<file path="src/rtl/wasm_leb128_reader_if.sv">
// wasm_leb128_reader_if -- request/result and ROM byte-port bundle for wasm_leb128_reader (rev 1.0)
`default_nettype none

interface wasm_leb128_reader_if;
  logic        req;
  logic [31:0] start_addr;
  logic        signed_mode;
  logic [31:0] rom_addr;
  logic        rom_read_en;
  logic [7:0]  rom_data;
  logic        rom_ready;
  logic        busy;
  logic        valid;
  logic        error;
  logic [31:0] value;
  logic [2:0]  len;
  logic [31:0] next_addr;

  modport slave (
    input  req, start_addr, signed_mode, rom_data, rom_ready,
    output rom_addr, rom_read_en, busy, valid, error, value, len, next_addr
  );

  modport master (
    output req, start_addr, signed_mode, rom_data, rom_ready,
    input  rom_addr, rom_read_en, busy, valid, error, value, len, next_addr
  );
endinterface

`default_nettype wire

</file>
<file path="src/rtl/wasm_leb128_reader.sv">
// wasm_leb128_reader -- ROM byte fetch + 32-bit LEB128 decode with a one-entry byte cache (rev 1.0)
// Define WASM_LEB_SIGNED_EN to honour signed_mode (sign-extension and signed 5th-byte range check).
`default_nettype none

module wasm_leb128_reader #(
  parameter int MAX_BYTES = 5
) (
  input  wire logic            clk,
  input  wire logic            rst_n,
  wasm_leb128_reader_if.slave  bus
);

  typedef enum logic [2:0] {
    S_IDLE  = 3'd0,
    S_FETCH = 3'd1,
    S_WAIT  = 3'd2,
    S_DONE  = 3'd3,
    S_ERR   = 3'd4
  } state_t;

  localparam logic [2:0] C_LAST_IDX = 3'(MAX_BYTES - 1);

  state_t      r_state;
  logic [31:0] r_cur_addr;
  logic [31:0] r_acc;
  logic [5:0]  r_shift;
  logic [2:0]  r_count;
  logic        r_cache_vld;
  logic [31:0] r_cache_tag;
  logic [7:0]  r_cache_data;
  logic [31:0] r_rom_addr;
  logic        r_rom_read_en;
  logic        r_busy;
  logic        r_valid;
  logic        r_error;
  logic [31:0] r_value;
  logic [2:0]  r_len;
  logic [31:0] r_next_addr;
`ifdef WASM_LEB_SIGNED_EN
  logic        r_signed;
`else
  logic        w_unused_signed;
  assign w_unused_signed = bus.signed_mode;
`endif

  logic        w_hit;
  logic        w_take;
  logic [7:0]  w_byte;
  logic [31:0] w_acc_next;
  logic [31:0] w_value;
  logic [5:0]  w_shift_next;
  logic [2:0]  w_count_next;
  logic [31:0] w_addr_next;
  logic        w_final;
  logic        w_ovf;
  logic        w_err;

  // A byte is consumed either from the cache in FETCH or from the ROM in WAIT.
  always_comb begin
    w_hit        = r_cache_vld && (r_cache_tag == r_cur_addr);
    w_take       = ((r_state == S_FETCH) && w_hit) || ((r_state == S_WAIT) && bus.rom_ready);
    w_byte       = (r_state == S_FETCH) ? r_cache_data : bus.rom_data;
    w_acc_next   = r_acc | ({25'd0, w_byte[6:0]} << r_shift);
    w_shift_next = r_shift + 6'd7;
    w_count_next = r_count + 3'd1;
    w_addr_next  = r_cur_addr + 32'd1;
    w_final      = (r_count == C_LAST_IDX);
`ifdef WASM_LEB_SIGNED_EN
    w_ovf   = r_signed ? !((w_byte[6:3] == 4'h0) || (w_byte[6:3] == 4'hF))
                       : (w_byte[6:4] != 3'd0);
    w_value = w_acc_next;
    if (r_signed && (w_shift_next < 6'd32) && w_byte[6])
      w_value = w_acc_next | (32'hFFFF_FFFF << w_shift_next);
`else
    w_ovf   = (w_byte[6:4] != 3'd0);
    w_value = w_acc_next;
`endif
    w_err = w_final && (w_byte[7] || w_ovf);
  end

  always_ff @(posedge clk or negedge rst_n) begin
    if (!rst_n) begin
      r_state       <= S_IDLE;
      r_cur_addr    <= 32'd0;
      r_acc         <= 32'd0;
      r_shift       <= 6'd0;
      r_count       <= 3'd0;
      r_cache_vld   <= 1'b0;
      r_cache_tag   <= 32'd0;
      r_cache_data  <= 8'd0;
      r_rom_addr    <= 32'd0;
      r_rom_read_en <= 1'b0;
      r_busy        <= 1'b0;
      r_valid       <= 1'b0;
      r_error       <= 1'b0;
      r_value       <= 32'd0;
      r_len         <= 3'd0;
      r_next_addr   <= 32'd0;
`ifdef WASM_LEB_SIGNED_EN
      r_signed      <= 1'b0;
`endif
    end else begin
      case (r_state)
        S_IDLE: begin
          if (bus.req) begin
            r_cur_addr <= bus.start_addr;
            r_acc      <= 32'd0;
            r_shift    <= 6'd0;
            r_count    <= 3'd0;
            r_busy     <= 1'b1;
`ifdef WASM_LEB_SIGNED_EN
            r_signed   <= bus.signed_mode;
`endif
            r_state    <= S_FETCH;
          end
        end
        S_FETCH: begin
          if (!w_hit) begin
            r_rom_addr    <= r_cur_addr;
            r_rom_read_en <= 1'b1;
            r_state       <= S_WAIT;
          end
        end
        S_WAIT: begin
          if (bus.rom_ready) begin
            r_rom_read_en <= 1'b0;
            r_cache_vld   <= 1'b1;
            r_cache_tag   <= r_cur_addr;
            r_cache_data  <= bus.rom_data;
          end
        end
        S_DONE: begin
          r_valid <= 1'b0;
          r_busy  <= 1'b0;
          r_state <= S_IDLE;
        end
        S_ERR: begin
          r_error <= 1'b0;
          r_busy  <= 1'b0;
          r_state <= S_IDLE;
        end
        default: r_state <= S_IDLE;
      endcase

      // Shared byte-consume path; overrides the FETCH/WAIT next state above.
      if (w_take) begin
        r_acc      <= w_acc_next;
        r_shift    <= w_shift_next;
        r_count    <= w_count_next;
        r_cur_addr <= w_addr_next;
        if (w_err) begin
          r_error     <= 1'b1;
          r_value     <= 32'd0;
          r_len       <= w_count_next;
          r_next_addr <= w_addr_next;
          r_state     <= S_ERR;
        end else if (!w_byte[7]) begin
          r_valid     <= 1'b1;
          r_value     <= w_value;
          r_len       <= w_count_next;
          r_next_addr <= w_addr_next;
          r_state     <= S_DONE;
        end else begin
          r_state <= S_FETCH;
        end
      end
    end
  end

  assign bus.rom_addr    = r_rom_addr;
  assign bus.rom_read_en = r_rom_read_en;
  assign bus.busy        = r_busy;
  assign bus.valid       = r_valid;
  assign bus.error       = r_error;
  assign bus.value       = r_value;
  assign bus.len         = r_len;
  assign bus.next_addr   = r_next_addr;

endmodule

`default_nettype wire

</file>
<file path="src/flat_wrapper.sv">
// flat-port wrapper written by rule: the top's interface ports become plain ports
module wasm_leb128_reader_flat 
#(
  parameter int MAX_BYTES = 5
)
  (clk, rst_n, bus_req, bus_start_addr, bus_signed_mode, bus_rom_data, bus_rom_ready, bus_rom_addr, bus_rom_read_en, bus_busy, bus_valid, bus_error, bus_value, bus_len, bus_next_addr);
  wasm_leb128_reader_if bus_i ();
  input  wire logic clk;
  input  wire logic rst_n;
  input wire logic [$bits(bus_i.req)-1:0] bus_req;
  input wire logic [$bits(bus_i.start_addr)-1:0] bus_start_addr;
  input wire logic [$bits(bus_i.signed_mode)-1:0] bus_signed_mode;
  input wire logic [$bits(bus_i.rom_data)-1:0] bus_rom_data;
  input wire logic [$bits(bus_i.rom_ready)-1:0] bus_rom_ready;
  output wire logic [$bits(bus_i.rom_addr)-1:0] bus_rom_addr;
  output wire logic [$bits(bus_i.rom_read_en)-1:0] bus_rom_read_en;
  output wire logic [$bits(bus_i.busy)-1:0] bus_busy;
  output wire logic [$bits(bus_i.valid)-1:0] bus_valid;
  output wire logic [$bits(bus_i.error)-1:0] bus_error;
  output wire logic [$bits(bus_i.value)-1:0] bus_value;
  output wire logic [$bits(bus_i.len)-1:0] bus_len;
  output wire logic [$bits(bus_i.next_addr)-1:0] bus_next_addr;
  assign bus_i.req = bus_req;
  assign bus_i.start_addr = bus_start_addr;
  assign bus_i.signed_mode = bus_signed_mode;
  assign bus_i.rom_data = bus_rom_data;
  assign bus_i.rom_ready = bus_rom_ready;
  assign bus_rom_addr = bus_i.rom_addr;
  assign bus_rom_read_en = bus_i.rom_read_en;
  assign bus_busy = bus_i.busy;
  assign bus_valid = bus_i.valid;
  assign bus_error = bus_i.error;
  assign bus_value = bus_i.value;
  assign bus_len = bus_i.len;
  assign bus_next_addr = bus_i.next_addr;
  wasm_leb128_reader #(.MAX_BYTES(MAX_BYTES)) u_core (.clk(clk), .rst_n(rst_n), .bus(bus_i));
endmodule
</file>
<file path="config.mk">
export PLATFORM = sky130hd
export DESIGN_NAME = wasm_leb128_reader_flat
export DESIGN_NICKNAME = d
export VERILOG_FILES = /design/src/rtl/wasm_leb128_reader_if.sv /design/src/rtl/wasm_leb128_reader.sv /design/src/flat_wrapper.sv
export SDC_FILE = /design/constraint.sdc
export NUM_CORES = 1
export LEC_CHECK = 0
export BUFFER_PORTS_ARGS = -buffer_cell sky130_fd_sc_hd__clkbuf_2
export CORE_UTILIZATION = 45
export CTS_BUF_LIST = sky130_fd_sc_hd__clkbuf_4
export DETAILED_ROUTE_END_ITERATION = 16
export PLACE_DENSITY = 0.65
export SKIP_CTS_REPAIR_TIMING = 1
export SYNTH_ARGS = -nofsm -noshare
export SYNTH_HDL_FRONTEND = slang
export SYNTH_SLANG_ARGS = --single-unit
</file>
<file path="constraint.sdc">
create_clock -name clk -period 4.7 [get_ports clk]
set_input_delay 0.94 -clock clk [delete_from_list [all_inputs] [get_ports clk]]
set_output_delay 0.94 -clock clk [all_outputs]
set_load 0.005 [all_outputs]
</file>
# After elaboration in Yosys (flattened, before gate mapping)
# Cells that the tools add are included.
# totals
regBits,220
in_bits,45
elab_cells,92
# op_classes
n_mux,37
eq_ne,13
shift,1
reduce_logical,20
bitwise_logic,2
addsub,3
# ops
op,count
$mux W32,10
$add A32 B1 Y32 const B,1
$eq A32 B32 Y1,1
$or A32 B32 Y32,1
$shl A7 B6 Y32,1
$mux W3,9
$mux W6,3
$mux W1,10
$reduce_and A2 Y1,5
$pmux W3 S3,1
$mux W8,1
$ne A2 B2 Y1 const B,4
$reduce_bool A2 Y1,4
$add A6 B3 Y6 const B,1
$eq A3 B2 Y1 const B,2
$eq A3 B3 Y1 const B,2
$reduce_and A3 Y1,2
$logic_and A1 B1 Y1,4
$pmux W1 S2,2
$add A3 B1 Y3 const B,1
$eq A3 B1 Y1 const B,1
$logic_not A3 Y1,1
$ne A3 B2 Y1 const B,1
$ne A3 B3 Y1 const B,1
other kinds (6),7

# Depth between registers and ports, before layout
# Gate-level depths: netlist of run 1.
# depth
depth_word,7
depth_mapped,10
depth_no_buf,8

# Worst setup path before layout of run 1
# No wires, ideal clock.
# synth_path
kind,in2reg
start,input port bus_rom_data[2]
end,register u_core.r_acc[24]
t_arrival_ns,2.391
path_stages,6
path_slack_ns,2.177
setup_ns,0.132
n_path_buf,0
cell_sequence,mux4_2 -> mux2_2 -> a22o_1 -> mux2_2 -> a31oi_1 -> nor2_1
# synth_via
elab_chain_len,4
# synth_rtl
item,line_no,text
"start, declared",flat_wrapper.sv:13,input wire logic [$bits(bus_i.rom_data)-1:0] bus_rom_data;
$mux W8,wasm_leb128_reader.sv:62,w_byte = (r_state == S_FETCH) ? r_cache_data : bus.rom_data;
$shl A7 B6 Y32,wasm_leb128_reader.sv:63,"w_acc_next = r_acc | ({25'd0, w_byte[6:0]} << r_shift);"
$or A32 B32 Y32,wasm_leb128_reader.sv:63,
$mux W32,wasm_leb128_reader.sv:146,if (w_take) begin
"end signal, assigned",wasm_leb128_reader.sv:147,r_acc <= w_acc_next;
"end, declared",wasm_leb128_reader.sv:25,logic [31:0] r_acc;
# Every way passes these cells.
# A chain may end at the register's enable or synchronous reset.

# Worst setup path after layout of run 1
# layout_path
start,register u_core.r_cur_addr[19]
end,register u_core.r_acc[24]
# layout_via
elab_chain_len,6
word_cells_on_any_way,8
# layout_rtl
item,line_no,text
"start, declared",wasm_leb128_reader.sv:24,logic [31:0] r_cur_addr;
"start signal, assigned",wasm_leb128_reader.sv:106,r_cur_addr <= bus.start_addr;
"start signal, assigned",wasm_leb128_reader.sv:150,r_cur_addr <= w_addr_next;
$eq A32 B32 Y1 (*),wasm_leb128_reader.sv:60,w_hit = r_cache_vld && (r_cache_tag == r_cur_addr);
$logic_and A1 B1 Y1 (*),wasm_leb128_reader.sv:60,
$logic_and A1 B1 Y1 (*),wasm_leb128_reader.sv:61,w_take = ((r_state == S_FETCH) && w_hit) || ((r_state == S_WAIT) && bus.rom_ready);
$logic_or A1 B1 Y1 (*),wasm_leb128_reader.sv:61,
$reduce_bool A2 Y1 (no line),n/a,
$reduce_and A2 Y1 (no line),n/a,
# Every way passes the cells marked *; elsewhere a longest branch is shown, timed or not.

==> results.md, run 1 <==
* Post-synth EDFFs at 0
* Critical path peak fanout at between 40 and 50
* Relative slew slack at 0.295
* Post-Route WL at around 27000 um
* Skew final at 0.0402 ns
* Syn-to-layout area delta at 14.4%
* Share of total power in sequential cells at 0.420
* Initial antenna violation count at 1
* Finished Layout Cells at between 1500 and 2000
* XOR/XNOR Fraction of Synth Area at 0.0530
* Switching pwr at approximately 3300 uW
* Detailed Routing Iterations Pass 1 at 5
* DP Cell Count at between 1000 and 1500
* Synthesized area at between 10000 and 15000 um2
* Total GRT Usage at 0.232
* CP Capture Type: flip-flop
* Seq/Total Area, Yosys at 0.529
* Setup-failing EPs final at 0
* H-tree levels at 2
* Max Clk Rate at slightly above 300 MHz
* CTS tree: done
* Clock sink count at 220
* DPL Wire Length at 17600 um
* Internal at 4870 uW
* Critical path data required time at around 5.3 ns
* Hold slack at about 0.4 ns
* Clk slew on worst S/H paths at ~0.070 ns
* PortBufs at 146
* Total power at 8160 uW
* Worst Tran Pin Value at around 1.1 ns
* DIE HEIGHT at about 150 um
* Final antenna-violating net count at 0
* Max cap viols at 0
* Fillers at between 2000 and 2500
* Core area at roughly 23000 um2
* Startpoint types: flip-flop
* Clock period minus worst slack at roughly 3.2 ns
* Syn_area_per_cell at between 9 and 10 um2
* Setup_tns at 0 ns
* Register area at around 5500 um2
* Simple-gate area share of the yosys netlist at 0.157
* Detailed-route via count at 8326
* Die area at ~24000 um2
* Worst-path cell chain: xnor2_1 > nand3_1 > nor3_1 > nand4_1 > nand2_2 > buf_4 > a31oi_1 > nor2_1
* Vias in the first global route at 8145
* Hold Path Class: primary input to async pin
* First-pass GRT wire length at ~44000 um
* CP arrival at approximately 3.8 ns
* Syn nets at between 1000 and 1500
* Asr flop ratio synth at 1.00
* CTS Buffer Depth at 3
* Final Cycle Share at 0.691
* Footprint of the multi-input gates at between 4000 and 5000 um2
* Post-synthesis compound-gate area fraction at 0.157
* WS Path Type: flip-flop to flip-flop
* Slew Viols, Final at 0
* DRC violations left at 0
* Nets@finish at ~1300
* Post-synthesis mux area share at 0.0509
* Outcome: completed
* Max incr delay on CP at roughly 0.89 ns
* Top_reg_cell synth: dfrtp_1
* Comb power frac at 0.386
* Net Sw Frac at 0.403
* Routed vias/inst at ~5.4
* Routability-driven placement congestion ratio at between 0.8 and 0.9
* Die width at between 150 and 200 um
* CTS Root Cell: clkbuf_4
* Synthesis warning total at 0
* Worst setup margin at between 1 and 1.5 ns
* P_leak at approximately 0.0056 uW
* Place WS at around 1.5 ns
* Row count at 55
* Adder-cell area share of the yosys netlist at 0.00481
* Yosys cell types at between 50 and 60
* Syn Inst Count at between 1000 and 1500
* VDD IR-drop max at roughly 0.33 mV
* Share of cells above drive strength 1 at 0.241
* CTS buffer count at 58
* Worst skew pair latency at around 0.67 ns
* Clk pwr share at 0.194
* Pwr Density at between 600 and 700 nW/um2
* Final Hold Vio Count at 0
* Synth Register Bits at between 200 and 250
* Crit-path slowest cell: nand2_2
* Wire per inst at approximately 17 um
* Drt initial violations at ~530
* Main combinational cell family by area after synthesis: simple AND/OR/NAND/NOR gates
* RSZ-0062 raised after global routing: false
* Pin count of the biggest net entering global routing at around 130
* I/O pins at 148
* Starting density of the core at 0.460
* Grt ovf at 0
synth_stat cells, types with 12 or more instances:
cell	count	area, um2
a21o_1	12	90.1
a21oi_1	61	305
a221o_1	14	140
a31oi_1	16	100
buf_2	38	190
clkbuf_1	30	113
dfrtp_1	220	5510
inv_1	17	63.8
mux2_2	28	315
nand2_1	217	815
nand3_1	27	135
nor2_1	57	214
nor3_1	17	85.1
o21ai_0	110	551
xnor2_1	54	473
placed cells by master, fill, tap and decap left out, types with 4 or more instances in the layout:
cell      netlist  layout
mux4_2          6       6
nand3_1        27      26
nand4_1        11      11
o21a_1         11      11
xnor2_1        54      54
inv_1          17      17
and2_1          9       9
a22o_1          5       4
o22ai_1         5       5
ha_1            4       4
dfrtp_1       220     220
nor4_1          4       4
a31oi_1        16      16
a21oi_1        61      60
o21ai_0       110     110
and3_1         10      10
nor3_1         17      16
a21o_1         12      12
clkinv_1        0       9
buf_4           7      14
nand2_1       217     216
mux2_2         28      28
xor2_1          9       9
a221o_1        14      14
nor2b_1         4       4
nand2b_1        4       4
mux2i_1         5       5
a221oi_1        5       5
a22oi_1         7       7
nor2_1         57      56
clkbuf_2        1     145
clkbuf_4        0      86
layer usage:
layer  GRT usage  part of all wire  up-vias
li1            -                 -     4000
met1       0.345              0.49     4059
met2       0.344              0.44      240
met3      0.0474             0.056       27
met4      0.0652             0.014        0
met5           0                 0        -
area by class of cell:
| type | count | area share |
|---|---|---|
| repair buffers | 160 | 0.0710 |
| inverters | 17 | 0.00536 |
| clock inverters | 11 | 0.00378 |
| multi-input cells | 749 | 0.373 |
| well taps | 285 | 0.0299 |
| flip-flops and latches | 220 | 0.462 |
| clock buffers | 86 | 0.0542 |
| diodes | 1 | 0.000210 |
worst paths after layout:
| kind | depth (start not counted) | slack [ns] | endpoint | startpoint |
|---|---|---|---|---|
| max | 8 | 1.45 | u_core.r_acc[24] | u_core.r_cur_addr[19] |
| min | 1 | 0.39 | u_core.bus.value[31] | rst_n |
| max reg2reg | 8 | 1.45 | u_core.r_acc[24] | u_core.r_cur_addr[19] |
| min reg2reg | 2 | 0.48 | u_core.bus.value[2] | u_core.bus.value[2] |
| max in group asynchronous | 2 | 3.30 | u_core.bus.rom_addr[4] | rst_n |
| min in group clk | 2 | 0.48 | u_core.bus.value[2] | u_core.bus.value[2] |
worst max-delay path: cells and delay by family, from the launching register on:
family	cells	cell delay (ns)
AO/OA/AOI/OAI	1	0.10
XOR/XNOR	1	0.34
AND/OR/NAND/NOR	5	1.89
flip-flops	1	0.48
buffers and inverters	1	0.32
power by group through the flow:
| stage | combinational, uW | clock (uW) | sequential [uW] |
|---|---|---|---|
| 6_report | 3150 | 1580 | 3420 |
| 5_1_grt | 3550 | 1730 | 3540 |
| 4_1_cts | 3180 | 1630 | 3420 |
| 3_5_place_dp | 3160 | 0 | 3450 |
| 3_3_place_gp | 3110 | 0 | 3420 |
| 2_1_floorplan | 2440 | 0 | 3080 |
flip-flops by register name, summed over array words and instances, names as in the netlist, 3 cells and up:
signal,flops
u_core.r_shift,6
u_core.r_cache_data,8
u_core.bus.next_addr,32
u_core.r_acc,32
u_core.r_cache_tag,32
u_core.r_count,3
u_core.r_cur_addr,32
u_core.bus.rom_addr,32
u_core.bus.value,32
u_core.bus.len,3
u_core.r_state,3
metrics by stage:
step | utilization | area, um2
3_3_place_gp | 0.495 | 11200
2_1_floorplan | - | 10400
6_report | 0.526 | 11900
3_5_place_dp | 0.495 | 11200
4_1_cts | 0.526 | 11900
5_1_grt | 0.526 | 11900
cells by family (layout without fill, tap and decap cells):
family	after synthesis	after routing
adders and majority gates	4	4
buffers and inverters	102	274
other	0	1
muxes	41	41
xor gates and xnor gates	63	63
and+or+nand+nor	374	374
AOI/OAI and AO/OA	267	267
DFF	220	220
(Power assumes the default switching activity.)
==> run 2: changes to the inputs <==
--- a/config.mk
+++ b/config.mk
@@ -9,7 +9,7 @@
 export CORE_UTILIZATION = 45
 export CTS_BUF_LIST = sky130_fd_sc_hd__clkbuf_4
 export DETAILED_ROUTE_END_ITERATION = 16
-export PLACE_DENSITY = 0.65
+export PLACE_DENSITY = 0.68
 export SKIP_CTS_REPAIR_TIMING = 1
 export SYNTH_ARGS = -nofsm -noshare
 export SYNTH_HDL_FRONTEND = slang
==> constraint.sdc (replaced) <==
create_clock -name clk -period 2.9 [get_ports clk]
set_input_delay 0.58 -clock clk [delete_from_list [all_inputs] [get_ports clk]]
set_output_delay 0.58 -clock clk [all_outputs]
set_load 0.005 [all_outputs]
==> run 2 against run 1 <==
Effect of this change: highest routed layer unchanged; routed wire length is 5.0% higher; critical endpoint is now u_core.bus.value[26]; core utilization grew 1.9 points; combinational power is 90% higher; count of clock-buffer cells in the layout shrank 4; sequential cell count is the same.
==> results.md, run 2 (synthesis gave the netlist of run 1 again) <==
* DPL Wire Length at 18700 um (was 17600 um)
* Detailed-route via count at 8660 (was 8326)
* CTS Buffer Depth at 3 (unchanged)
* CTS tree: done (unchanged)
* Total power at 13800 uW (was 8160 uW)
* Worst skew pair latency at 0.69 ns (was 0.67 ns)
* Initial antenna violation count at 1 (unchanged)
* Worst Reg-to-Reg Cells at 8 (unchanged)
* Nets@finish at 1303 (was 1255)
* Startpoint types: flip-flop (unchanged)
* Clk slew on worst S/H paths at 0.06 ns (was 0.07 ns)
* Comb power frac at 0.434 (was 0.386)
* Max cap viols at 0 (unchanged)
* Skew final at 0.0503 ns (was 0.0402 ns)
* Vias in the first global route at 8282 (was 8145)
* CTS buffer count at 56 (was 58)
* Critical path data required time at 3.40 ns (was 5.27 ns)
* Final Cycle Share at 0.951 (was 0.691)
* Final Hold Vio Count at 0 (unchanged)
* Relative slew slack at 0.103 (was 0.295)
* Net Sw Frac at 0.398 (was 0.403)
* Worst Tran Pin Value at 1.34 ns (was 1.05 ns)
* Routability-driven placement congestion ratio at 0.836 (was 0.833)
* VDD IR-drop max at 0.371 mV (was 0.331 mV)
* RSZ-0062 raised after global routing: false (unchanged)
* Row count at 55 (unchanged)
* CTS Root Cell: clkbuf_4 (unchanged)
* Detailed Routing Iterations Pass 1 at 5 (unchanged)
* Most common cell after layout, fill and taps aside: dfrtp_1 (unchanged)
* Clock period minus worst slack at 2.76 ns (was 3.25 ns)
* Wire per inst at 17.7 um (was 17.4 um)
* Syn-to-layout area delta at 18.6% (was 14.4%)
* Worst setup margin at 0.142 ns (was 1.45 ns)
* Clock sink count at 220 (unchanged)
* Critical path peak fanout at 23 (was 45)
* Post-Route WL at 27900 um (was 26600 um)
* Share of cells above drive strength 1 at 0.267 (was 0.241)
* Fillers at 2047 (was 2095)
* Worst Hold Path Cells at 3
* Pwr Density at 1120 nW/um2 (was 685 nW/um2)
* Outcome: completed (unchanged)
* Routed vias/inst at 5.49 (was 5.45)
* Max Clk Rate at 363 MHz (was 308 MHz)
* H-tree levels at 2 (unchanged)
* Share of total power in sequential cells at 0.378 (was 0.420)
* Die width at 154 um (unchanged)
* Setup_tns at 0 ns (unchanged)
* P_leak at 0.00587 uW (was 0.00560 uW)
* First-pass GRT wire length at 44300 um (was 43800 um)
* Clk pwr share at 0.188 (was 0.194)
* Setup-failing EPs final at 0 (unchanged)
* Switching pwr at 5490 uW (was 3290 uW)
* CP arrival at 3.26 ns (was 3.81 ns)
* DRC violations left at 0 (unchanged)
* Grt ovf at 0 (unchanged)
* Final antenna-violating net count at 0 (unchanged)
* Most frequent cells in the layout: dfrtp_1 (220), nand2_1 (216), clkbuf_2 (145), o21ai_0 (110), clkbuf_4 (82) (was dfrtp_1 (220), nand2_1 (216), clkbuf_2 (145), o21ai_0 (110), clkbuf_4 (86))
* Total GRT Usage at 0.237 (was 0.232)
* WS Path Type: flip-flop to flip-flop (unchanged)
* Hold Path Class: primary input to flip-flop (was primary input to async pin)
* Internal at 8290 uW (was 4870 uW)
* Pin count of the biggest net entering global routing at 69 (was 129)
* Die area at 23800 um2 (unchanged)
* Drt initial violations at 643 (was 529)
* Slew Viols, Final at 0 (unchanged)
* CP Capture Type: flip-flop (unchanged)
* DIE HEIGHT at 154 um (unchanged)
* Place WS at 0.154 ns (was 1.48 ns)
* Starting density of the core at 0.460 (unchanged)
* Core area at 22600 um2 (unchanged)
* PortBufs at 146 (unchanged)
* I/O pins at 148 (unchanged)
run 2: final timing paths:
kind	from	to	slack, ns
setup / recovery	u_core.r_cur_addr[17]	u_core.bus.value[26]	0.14
hold / removal	bus_start_addr[11]	u_core.r_cur_addr[11]	0.11
setup reg to reg	u_core.r_cur_addr[17]	u_core.bus.value[26]	0.14
hold reg to reg	u_core.bus.next_addr[6]	u_core.bus.next_addr[6]	0.48
max in group asynchronous	rst_n	u_core.bus.next_addr[8]	1.70
min in group asynchronous	rst_n	u_core.bus.value[12]	0.48
run 2: power by group through the flow:
stage	sequential, uW	combinational, uW	clock (uW)
2_1_floorplan	4980	3950	0
3_3_place_gp	5220	5790	0
3_5_place_dp	5260	5910	0
4_1_cts	5210	5950	2660
5_1_grt	5370	6600	2830
6_report	5210	5980	2590
run 2: metrics by stage:
stage / std cells / cell area, um2 / util / hold slack [ns]
after global placement: 1477 / 11600 / 0.513 / 0.450
final: 1576 / 12300 / 0.545 / 0.106
after detailed placement: 1477 / 11600 / 0.513 / 0.463
after global routing: 1576 / 12300 / 0.545 / 0.0729
after floorplan: 1071 / 10400 / - / 0.284
after CTS: 1571 / 12300 / 0.544 / -0.130
run 2: critical path: stages, from the launching register on:
cell and delay [ns]:
dfrtp_1 0.39, xnor2_1 0.34, nand4_1 0.14, nor3_1 0.46
nand4_1 0.31, a22o_2 0.48, buf_4 0.28, nand2_1 0.09
o21ai_0 0.09
run 2: layout make-up:
cell class | count | area (um2) | area share
flip-flops and latches | 220 | 5510 | 0.446
multi-input cells | 750 | 4440 | 0.360
repair buffers | 209 | 1290 | 0.105
clock buffers | 82 | 616 | 0.0499
well taps | 285 | 357 | 0.0289
clock inverters | 12 | 73.8 | 0.00598
inverters | 17 | 63.8 | 0.00517
diodes | 1 | 2.50 | 0.000203
run 2: layer usage:
layer | up-vias | track usage | wire (um)
met4 | 0 | 0.0848 | 713
met5 | - | 0 | 0
li1 | 4094 | - | -
met3 | 59 | 0.0426 | 1860
met2 | 337 | 0.340 | 12000
met1 | 4170 | 0.356 | 13300
==> run 3: changes to the inputs <==
--- a/config.mk
+++ b/config.mk
@@ -6,10 +6,12 @@
 export NUM_CORES = 1
 export LEC_CHECK = 0
 export BUFFER_PORTS_ARGS = -buffer_cell sky130_fd_sc_hd__clkbuf_2
-export CORE_UTILIZATION = 45
+export CELL_PAD_IN_SITES_DETAIL_PLACEMENT = 1
+export CELL_PAD_IN_SITES_GLOBAL_PLACEMENT = 1
+export CORE_UTILIZATION = 42
 export CTS_BUF_LIST = sky130_fd_sc_hd__clkbuf_4
 export DETAILED_ROUTE_END_ITERATION = 16
-export PLACE_DENSITY = 0.68
+export PLACE_DENSITY_LB_ADDON = 0.1
 export SKIP_CTS_REPAIR_TIMING = 1
 export SYNTH_ARGS = -nofsm -noshare
 export SYNTH_HDL_FRONTEND = slang
==> constraint.sdc (replaced) <==
create_clock -name clk -period 2.9 [get_ports clk]
set_input_delay 0.58 -clock clk [delete_from_list [all_inputs] [get_ports clk]]
set_output_delay 0.58 -clock clk [all_outputs]
set_load 0.01 [all_outputs]
==> run 3 against run 2 <==
Effect of this change: combinational power is 9.0% higher; clock skew down 0.023 ns; sequential cell count unchanged; critical endpoint is now u_core.bus.error; routed wire length increased by 12%; critical path depth fell by 1; critical path type unchanged; largest power group unchanged.
==> results.md, run 3 (synthesis gave the netlist of run 1 again) <==
* CP arrival at 3.34 ns (was 3.26 ns)
* CTS Root Cell: clkbuf_4 (unchanged)
* Slew Viols, Final at 0 (unchanged)
* CP Capture Type: flip-flop (unchanged)
* Final Hold Vio Count at 0 (unchanged)
* H-tree levels at 2 (unchanged)
* Routed vias/inst at 5.32 (was 5.49)
* Finished Layout Cells at 1635 (was 1576)
* Vias in the first global route at 8885 (was 8282)
* Pwr Density at 1160 nW/um2 (was 1120 nW/um2)
* Row count at 57 (was 55)
* First-pass GRT wire length at 49600 um (was 44300 um)
* Die width at 159 um (was 154 um)
* Initial antenna violation count at 1 (unchanged)
* Routability-driven placement congestion ratio at 0.827 (was 0.836)
* Worst Tran Pin Value at 1.28 ns (was 1.34 ns)
* DIE HEIGHT at 159 um (was 154 um)
* Outcome: completed (unchanged)
* Pin count of the biggest net entering global routing at 75 (was 69)
* PortBufs at 146 (unchanged)
* Core area at 24300 um2 (was 22600 um2)
* Drt initial violations at 534 (was 643)
* CTS buffer count at 60 (was 56)
* Most common cell after layout, fill and taps aside: dfrtp_1 (unchanged)
* Startpoint types: flip-flop (unchanged)
* CTS tree: done (unchanged)
* Met2 Track Usage GR at 0.373 (was 0.340)
* P_leak at 0.00597 uW (was 0.00587 uW)
* Worst-path cell chain: xnor2_1 > nand4_1 > nor4_2 > and4_1 > nor2_2 > a2111oi_2 > a21o_1 (was xnor2_1 > nand4_1 > nor3_1 > nand4_1 > a22o_2 > buf_4 > nand2_1 > o21ai_0)
* Final Cycle Share at 0.938 (was 0.951)
* Worst skew pair latency at 0.69 ns (about the same)
* Max cap viols at 0 (unchanged)
* Clock period minus worst slack at 2.72 ns (was 2.76 ns)
* Crit-path slowest cell: a2111oi_2 (was a22o_2)
* Share of cells above drive strength 1 at 0.279 (was 0.267)
* Wire per inst at 19.1 um (was 17.7 um)
* Setup_tns at 0 ns (unchanged)
* Hold Path Class: primary input to flip-flop (unchanged)
* Die area at 25400 um2 (was 23800 um2)
* Most frequent cells in the layout: dfrtp_1 (220), nand2_1 (215), clkbuf_2 (145), o21ai_0 (110), clkbuf_4 (95) (was dfrtp_1 (220), nand2_1 (216), clkbuf_2 (145), o21ai_0 (110), clkbuf_4 (82))
* Setup-failing EPs final at 0 (unchanged)
* CTS Buffer Depth at 3 (unchanged)
* I/O pins at 148 (unchanged)
* Most Crowded Layer GR: met2 (was met1)
* Hold slack at 0.129 ns (was 0.106 ns)
* Worst setup margin at 0.179 ns (was 0.142 ns)
* Max Clk Rate at 367 MHz (was 363 MHz)
* Met1 Use GR at 0.372 (was 0.356)
* Detailed Routing Iterations Pass 1 at 4 (was 5)
* Nets@finish at 1314 (was 1303)
* Critical path data required time at 3.52 ns (was 3.40 ns)
* Grt ovf at 0 (unchanged)
* VDD IR-drop max at 0.442 mV (was 0.371 mV)
* Skew final at 0.0277 ns (was 0.0503 ns)
* Post-Route WL at 31200 um (was 27900 um)
* Syn-to-layout area delta at 21.0% (was 18.6%)
* Starting density of the core at 0.428 (was 0.460)
* Detailed-route via count at 8700 (was 8660)
* RSZ-0062 raised after global routing: false (unchanged)
* Total GRT Usage at 0.249 (was 0.237)
* DRC violations left at 0 (unchanged)
* WS Path Type: flip-flop to flip-flop (unchanged)
* Relative slew slack at 0.147 (was 0.103)
* Clk slew on worst S/H paths at 0.07 ns (was 0.06 ns)
* DP Cell Count at 1525 (was 1477)
* Critical path peak fanout at 21 (was 23)
* Place WS at 0.0647 ns (was 0.154 ns)
* Clock sink count at 220 (unchanged)
* Max incr delay on CP at 0.49 ns (was 0.48 ns)
* Final antenna-violating net count at 0 (unchanged)
* DPL Wire Length at 21200 um (was 18700 um)
* Grt met3 use at 0.0409 (was 0.0426)
-- run 3: cell types whose count changed in the layout (fill, tap and decap cells not counted), moves of 2 or more --
cell / before / now
clkbuf_4: 82 / 95
clkinv_2: 2 / 0
clkinv_1: 9 / 11
buf_12: 6 / 9
buf_4: 56 / 60
-- run 3: cell type report --
| type | count | area [um2] |
|---|---|---|
| flip-flops and latches | 220 | 5510 |
| well taps | 324 | 405 |
| diodes | 1 | 2.50 |
| clock inverters | 12 | 71.3 |
| fillers | 2854 | 11700 |
| multi-input cells | 750 | 4460 |
| clock buffers | 95 | 713 |
| inverters | 17 | 63.8 |
| repair buffers | 216 | 1380 |
-- run 3: worst max-delay path, delay by kind of cell (launching register included) --
family	cells	cell delay, ns
AOI/OAI and AO/OA	2	0.62
and+or+nand+nor	4	1.26
DFF	1	0.40
xor gates and xnor gates	1	0.38
-- run 3: final timing paths --
check                      cells after the start  slack (ns)                      to                  from
max reg2reg                                    7        0.18        u_core.bus.error  u_core.r_cur_addr[8]
min in group asynchronous                      2        0.47    u_core.r_cur_addr[9]                 rst_n
min reg2reg                                    1        0.47      u_core.r_cache_vld    u_core.r_cache_vld
max in group asynchronous                      3        1.67  u_core.r_cache_tag[17]                 rst_n
min                                            3        0.13  u_core.r_cache_data[3]       bus_rom_data[3]
max                                            7        0.18        u_core.bus.error  u_core.r_cur_addr[8]
-- run 3: power by group --
group          total (uW)  switching, uW  internal, uW
Sequential           5220            912          4310
Combinational        6520           3800          2710
Clock                2870           1310          1560
Total               14600           6020          8580
-- run 3: through the flow --
stage           util  area, um2  power (uW)
2_1_floorplan      -      10400        9170
3_3_place_gp   0.484      11800       11500
3_5_place_dp   0.484      11800       11800
4_1_cts        0.517      12600       14700
5_1_grt        0.518      12600       15700
6_report       0.518      12600       14600
-- run 3: metal layers --
metal,up-vias,part of all wire
met4,0,0.016
li1,4117,-
met1,4339,0.49
met2,196,0.45
met5,-,0
met3,48,0.047
